## config.mk

```make
export PLATFORM = sky130hd
export DESIGN_NAME = i2s_tx
export DESIGN_NICKNAME = d
export VERILOG_FILES = /design/src/rtl/i2s_tx.sv
export SDC_FILE = /design/constraint.sdc
export NUM_CORES = 1
export LEC_CHECK = 0
export CAP_MARGIN = 20
export CORE_ASPECT_RATIO = 0.6
export CORE_MARGIN = 2
export CORE_UTILIZATION = 55
export DETAILED_ROUTE_END_ITERATION = 8
export DONT_BUFFER_PORTS = 1
export PLACE_DENSITY = 0.73
export SLEW_MARGIN = 20
export SYNTH_ARGS = -nofsm -noshare
export SYNTH_HDL_FRONTEND = slang
export SYNTH_SLANG_ARGS = --single-unit
```

## constraint.sdc

```tcl
create_clock -name clk -period 1.38 [get_ports clk]
set_input_delay 0.276 -clock clk [delete_from_list [all_inputs] [get_ports clk]]
set_output_delay 0.276 -clock clk [all_outputs]
set_load 0.005 [all_outputs]
```

## src/rtl/i2s_tx.sv

```systemverilog
// Left-justified stereo serializer: one-entry sample holding register feeding a BCLK/LRCLK/SDATA shifter.
// Optional I2S_TX_HOLD_LAST_EN repeats the last transmitted pair on underrun instead of sending zeros.
module i2s_tx #(
    parameter int DATA_W    = 16,
    parameter int BCLK_HALF = 3
) (
    input  logic              clk,
    input  logic              rst,
    input  logic              fs_in,
    input  logic              s_valid,
    output logic              s_ready,
    input  logic [DATA_W-1:0] s_left,
    input  logic [DATA_W-1:0] s_right,
    output logic              bclk,
    output logic              lrclk,
    output logic              sdata,
    output logic              frame_start,
    output logic              underrun,
    output logic              frame_err
);

    localparam int FRAME_BITS = 2 * DATA_W;
    localparam int HC_W       = (BCLK_HALF > 1) ? $clog2(BCLK_HALF) : 1;
    localparam int BC_W       = $clog2(FRAME_BITS + 1);
    localparam logic [HC_W-1:0] HC_LAST  = HC_W'(BCLK_HALF - 1);
    localparam logic [BC_W-1:0] BC_LAST  = BC_W'(FRAME_BITS - 1);
    localparam logic [BC_W-1:0] BC_RIGHT = BC_W'(DATA_W);

    // state | meaning
    // IDLE  | waiting for fs_in rising edge; bclk/sdata parked low
    // SHIFT | serializing the loaded pair, 2*DATA_W bclk periods
    typedef enum logic {IDLE, SHIFT} state_t;

    state_t                r_state;
    state_t                w_state_nxt;
    logic                  r_fs_q;
    logic                  r_buf_full;
    logic                  r_consume;
    logic [DATA_W-1:0]     r_left;
    logic [DATA_W-1:0]     r_right;
    logic [FRAME_BITS-1:0] r_sh;
    logic [HC_W-1:0]       r_hcnt;
    logic [BC_W-1:0]       r_bit_cnt;
    logic                  r_bclk;
    logic                  r_lrclk;
    logic                  r_frame_start;
    logic                  r_underrun;
    logic                  r_frame_err;

    logic                  w_edge;
    logic                  w_xfer;
    logic                  w_load;
    logic                  w_wrap;
    logic                  w_fall;
    logic                  w_last_fall;
    logic [BC_W-1:0]       w_bit_nxt;
    logic [FRAME_BITS-1:0] w_fallback;
    logic [FRAME_BITS-1:0] w_frame_word;

    assign w_edge       = fs_in & ~r_fs_q;
    assign w_xfer       = s_valid & ~r_buf_full;
    assign w_load       = (r_state == IDLE) & w_edge;
    assign w_wrap       = (r_state == SHIFT) & (r_hcnt == HC_LAST);
    assign w_fall       = w_wrap & r_bclk;
    assign w_last_fall  = w_fall & (r_bit_cnt == BC_LAST);
    assign w_bit_nxt    = r_bit_cnt + 1'b1;
    assign w_frame_word = r_buf_full ? {r_left, r_right} : w_fallback;

`ifdef I2S_TX_HOLD_LAST_EN
    logic [FRAME_BITS-1:0] r_fallback;

    always_ff @(posedge clk) begin
        if (rst) begin
            r_fallback <= '0;
        end else if (w_load) begin
            r_fallback <= w_frame_word;
        end
    end

    assign w_fallback = r_fallback;
`else
    assign w_fallback = '0;
`endif

    always_ff @(posedge clk) begin
        if (rst) begin
            r_state <= IDLE;
        end else begin
            r_state <= w_state_nxt;
        end
    end

    always_comb begin
        w_state_nxt = r_state;
        case (r_state)
            IDLE:    if (w_edge)      w_state_nxt = SHIFT;
            SHIFT:   if (w_last_fall) w_state_nxt = IDLE;
            default: w_state_nxt = IDLE;
        endcase
    end

    always_ff @(posedge clk) begin
        if (rst) begin
            r_fs_q        <= 1'b1;
            r_buf_full    <= 1'b0;
            r_consume     <= 1'b0;
            r_left        <= '0;
            r_right       <= '0;
            r_sh          <= '0;
            r_hcnt        <= '0;
            r_bit_cnt     <= '0;
            r_bclk        <= 1'b0;
            r_lrclk       <= 1'b0;
            r_frame_start <= 1'b0;
            r_underrun    <= 1'b0;
            r_frame_err   <= 1'b0;
        end else begin
            r_fs_q        <= fs_in;
            r_frame_start <= w_load;
            r_underrun    <= w_load & ~r_buf_full;
            r_frame_err   <= (r_state == SHIFT) & w_edge;
            // Buffer reopens one cycle after the load that consumed it.
            r_consume     <= w_load & r_buf_full;
            if (w_xfer) begin
                r_buf_full <= 1'b1;
                r_left     <= s_left;
                r_right    <= s_right;
            end else if (r_consume) begin
                r_buf_full <= 1'b0;
            end
            if (w_load) begin
                r_sh      <= w_frame_word;
                r_hcnt    <= '0;
                r_bit_cnt <= '0;
                r_bclk    <= 1'b0;
                r_lrclk   <= 1'b0;
            end else if (r_state == SHIFT) begin
                r_hcnt <= w_wrap ? '0 : r_hcnt + 1'b1;
                if (w_wrap) begin
                    r_bclk <= ~r_bclk;
                end
                if (w_fall) begin
                    r_sh      <= {r_sh[FRAME_BITS-2:0], 1'b0};
                    r_bit_cnt <= w_bit_nxt;
                    r_lrclk   <= (w_bit_nxt >= BC_RIGHT);
                end
            end
        end
    end

    assign s_ready     = ~r_buf_full;
    assign bclk        = r_bclk;
    assign lrclk       = r_lrclk;
    assign sdata       = (r_state == SHIFT) & r_sh[FRAME_BITS-1];
    assign frame_start = r_frame_start;
    assign underrun    = r_underrun;
    assign frame_err   = r_frame_err;

endmodule

```

Word-level counts from Yosys, hierarchy flattened
Index checks and enable logic that the tools add are counted.
Widths: inputs -> output; s select.
{ "word_totals": {"wordCells": 50, "out_inout_bits": 7, "ff_bits": 81, "input_bits": 36} }
{ "op_classes": {"magnitude_cmp": 1, "reduce_logical": 7, "n_eq_ne": 2, "n_addsub": 2, "mux": 10, "bitwise": 14} }
{ "op_table": {"columns": ["operator", "count"], "rows": [
  ["$mux 32", 4],
  ["$and 1x1->1", 10],
  ["$add 6x1->6 const B", 1],
  ["$eq 6x5->1 const B", 1],
  ["$ge 6x5->1 const B", 1],
  ["$reduce_and 2->1", 3],
  ["$reduce_bool 2->1", 3],
  ["$mux 1", 4],
  ["$not 1->1", 4],
  ["$add 2x1->2 const B", 1],
  ["$eq 2x2->1 const B", 1],
  ["$mux 2", 1],
  ["$pmux 1 s2", 1],
  ["$reduce_or 2->1", 1]
]} }

Longest topological paths before layout
{ "depth": {"word_depth": 6, "mapped_depth": 6, "depth_no_buf": 5} }

Least setup slack after synthesis
Ideal clock, no wire load.
{ "synth_timing": {"path_kind": "register to register", "from": "register r_state", "to": "register r_sh[15]", "arrival_ps": 1095, "setup_ps": 147, "path_buffers": 2, "period_less_slack_ps": 1242, "setup_slack_ps": 138, "path_stages_with_launch": 6, "path_cell_list": "dfxtp_1 -> inv_2 -> nand3_1 -> buf_2 -> buf_4 -> a311oi_2"} }
{ "synth_between": {"elab_chain_cells": 4, "word_cells_on_any_way": 8, "cone_classes": "mux: 1; bitwise: 4; reduce/logical: 3"} }
{ "synth_lines": {"columns": ["item", "line", "rtl"], "rows": [
  ["start: declaration", "34", "state_t r_state;"],
  ["start signal: assignment", "89", "r_state <= w_state_nxt;"],
  ["$and 1x1->1 / $not 1->1 (equally long branches)", "63, 62", null],
  ["$and 1x1->1, on equally long branches", "64, 62", null],
  ["$reduce_bool 2->1 (no source line)", null, null],
  ["$reduce_and 2->1 (no source line)", null, null],
  ["end signal: assignment", "132", "r_sh <= w_frame_word;"],
  ["end signal: assignment", "143", "r_sh <= {r_sh[FRAME_BITS-2:0], 1'b0};"],
  ["end: declaration", "41", "logic [FRAME_BITS-1:0] r_sh;"]
]} }
Parallel ways exist; a longest one is shown, timed or not.
A chain may end at the register's enable or synchronous reset.

Final worst setup path
{ "layout_timing": {"from": "register r_hcnt[0]", "to": "register r_sh[31]"} }
{ "layout_between": {"elab_chain_cells": 5} }
{ "layout_lines": {"columns": ["item", "line", "rtl"], "rows": [
  ["start: declaration", "42", "logic [HC_W-1:0] r_hcnt;"],
  ["start signal: assignment", "138", "r_hcnt <= w_wrap ? '0 : r_hcnt + 1'b1;"],
  ["$eq 2x2->1", "63", "assign w_wrap = (r_state == SHIFT) & (r_hcnt == HC_LAST);"],
  ["$and 1x1->1", "63", null],
  ["$and 1x1->1", "64", "assign w_fall = w_wrap & r_bclk;"],
  ["$reduce_bool 2->1 (no source line)", null, null],
  ["$reduce_and 2->1 (no source line)", null, null]
]} }
Every way passes these cells.

==> summary.txt <==
Drt
  – Drc violations: 0
  – Via/cell ratio: 5.58
  – Vias: 2652
  – Initial DRT Pass Iterations: 5
  – Routed WL: 7.21 mm
  – Initial DRC Count: 120
  – Avg WL per Cell: 15.2 µm
  – Routed Antenna Nets: 0

Synth
  – Post-Synth XOR/XNOR Area: 0.0208
  – Synth Area in Adders: 0.00371
  – Leading cell types by count after synthesis: nand2_1, dfxtp_1, a21oi_1, a311oi_2, clkbuf_1
  – Post-Synthesis Cells: 393
  – Avg Inst Size Synth: 8.59 µm²
  – Post-synthesis simple-gate area fraction: 0.198
  – Synth Area in Compound Gates: 0.239
  – Largest family of logic cells by synthesized area: compound AO/OA/AOI/OAI gates
  – Syn Nets: 430
  – Multiplexer area fraction after synthesis: 0
  – Leading area contributor after synthesis: dfxtp_1
  – Sequential fraction of the synthesis area: 0.481
  – Number of synthesized flops with an enable pin: 0
  – Synthesized area: 0.00337 mm²
  – Asr flop ratio synth: 0
  – Primary FF master, synth: dfxtp_1
  – Seq cells post-synth: 81
  – Yosys warns: 0
  – Synth top area cells: dfxtp_1, nand2_1, a311oi_2, a21oi_1, buf_2
  – Top-count cell post-synth: nand2_1
  – Synth cell types: 30
  – Share of the synthesized area in the top cell type: 0.481

Setup path
  – Kind of cell adding the most delay to the critical path: simple AND/OR/NAND/NOR gates
  – Critical-path maximum fanout: 18
  – Worst r2r src: r_hcnt[0]
  – Worst reg2reg setup slack: 0.03 ns
  – Worst path bufs/invs: 1
  – Worst R2R End: r_sh[31]
  – CP Class: register to register
  – CP startpoint: r_hcnt[0]
  – Worst path required time: 1.64 ns
  – Cells on worst reg2reg path: 4
  – Critical path endpoint: r_sh[31]
  – Worst-path cell chain: and4b_2, clkbuf_16, nand2_1, a311oi_2
  – Critical path's largest stage delay: 0.37 ns
  – CP max stage cell: and4b_2
  – Crit path depth: 4
  – Worst Path Arrival: 1.61 ns
  – Worst Setup End Kind: register
  – Crit start category: register

Cells and area
  – Antenna Diode Count: 0
  – Register area: 0.00163 mm²
  – Fill cells: 522
  – Final core utilization: 0.624
  – Final #Nets: 423
  – Multi-input logic area: 0.00159 mm²
  – Share of cells above drive strength 1: 0.182
  – Fin cells: 475
  – Layout area overhead: 11.5%

Clock network
  – CTS Buffer Depth: 2
  – H-Tree Depth: 3
  – Clk pin slew, worst setup/hold paths: 0.08 ns
  – Clock Latency Late Sink: 0.36 ns
  – Root Driver: clkbuf_8
  – Post-CTS Setup Repair Bufs: 0
  – TritonCTS Buffers: 9
  – Clock sink total: 81
  – TritonCTS clock tree: yes

Power and ir drop
  – Sequential share of power: 0.528
  – Logic pwr share: 0.072
  – Sw frac: 0.231
  – Net load switching power: 1.10 mW
  – PD cells: 1260 mW/mm²
  – Peak supply drop: 0.790 mV
  – Clock Power Share: 0.401
  – Lkg Pwr: 1.31 nW
  – P_int: 3.66 mW
  – Tot Pwr: 4.75 mW

GRT
  – Number of global-route vias before repair: 2377
  – Grt ovf: 0
  – Largest net degree at the start of global routing: 73
  – Initial antenna violation count: 0
  – GRT Total Usage: 0.224
  – First-pass GRT wire length: 11.9 mm

Status
  – Status: finished, violations left
  – Failing checks: hold timing

Die
  – Full die area: 0.00680 mm²
  – Initial core utilization: 0.560
  – Standard-cell rows: 22
  – Die Ht: 64.7 µm
  – Core ar.: 0.00603 mm²
  – Die W: 105 µm
  – Num ports: 43

STA
  – Slew headroom: 0.840
  – Fin crit share: 0.975
  – Final Max Slew Viols: 0
  – Number of hold violations in the final report: 7
  – F_max: 743 MHz
  – WHS: -0.0179 ns
  – Fin Clk Skew: 0.00608 ns
  – Worst Tran Pin Value: 0.236 ns
  – Post-route setup TNS: 0 ns
  – Minimum clock period: 1.35 ns
  – Final setup viols: 0

Job
  – Max Cap Viol: 0

Placed design
  – Port-buffer cells: 0
  – Post-DP HPWL: 4.30 mm
  – RD Place Congestion: 0.828
  – Placed cells: 457

Worst hold path
  – Tightest Hold Check Type: input pin to register
  – Hold Path Cell Cnt: 1
[final cells by class]
cell class                      count  area share
Tap cell                           84      0.0279
Sequential cell                    81       0.433
Multi-Input combinational cell    274       0.422
Inverter                            4     0.00399
Timing Repair Buffer               16      0.0549
Clock buffer                       11      0.0376
Clock inverter                      5      0.0209
[metrics by stage]
stage | instance area [µm²] | setup slack, ns
2_1_floorplan | 3370 | 0.138
3_3_place_gp | 3470 | 0.0265
3_5_place_dp | 3470 | -0.0139
4_1_cts | 3690 | 0.0400
5_1_grt | 3760 | -0.0245
6_report | 3760 | 0.0342
[per-layer routing]
metal / vias up / part of all wire / track usage
li1: 1331 / - / -
met1: 1259 / 0.51 / 0.320
met2: 51 / 0.42 / 0.320
met3: 11 / 0.048 / 0.0674
met4: 0 / 0.014 / 0.0800
met5: - / 0 / 0
[how the worst min path moves through the flow]
stage	startpoint	to	slack, ns
global route	rst	r_sh[23]	-0.04
detailed placement	rst	r_sh[26]	0.35
finish	rst	r_left[5]	-0.02
global placement	rst	r_sh[20]	0.35
floorplan	fs_in	r_fs_q	0.38
CTS	rst	r_left[5]	-0.03
[flip-flops by register name, summed over array words and instances (netlist names)]
signal / cells
frame_start: 1
r_right: 16
underrun: 1
r_buf_full: 1
r_bit_cnt: 6
bclk: 1
lrclk: 1
r_state: 1
r_consume: 1
r_sh: 32
r_hcnt: 2
r_left: 16
r_fs_q: 1
frame_err: 1
[layout by cell type, fill, tap and decap left out, drive strengths merged, types with 2 or more instances in the layout]
master  count
nand2     132
inv         4
nand3       3
nand3b      2
dfxtp      81
xnor2       5
a311oi     32
nor3        4
clkinv      3
clkbuf     12
or2         2
bufinv      2
a21oi      68
nand4       2
xor2        3
nor2       12
buf        14
[logic make-up (layout without fill, tap and decap cells)]
family,after synthesis,after routing
and+or+nand+nor,163,163
adders and majority gates,1,1
DFF,81,81
xor gates and xnor gates,8,8
AOI/OAI and AO/OA,102,102
buffers and inverters,38,36
[power by group through the flow]
stage	combinational, mW	sequential (mW)	clock [mW]
2_1_floorplan	0.290	2.54	0
3_3_place_gp	0.321	2.56	0
3_5_place_dp	0.333	2.56	0
4_1_cts	0.335	2.51	1.94
5_1_grt	0.383	2.52	2.05
6_report	0.340	2.51	1.90
[timing repair]
item | in CTS | in global routing
gates cloned | 0 | 1
pin swaps | 0 | 2
endpoints found under the hold margin | 68 | 68
setup endpoints to repair | 7 | 19
resized for setup | 1 | 10
No activity file was read; power rests on OpenSTA's default activity.
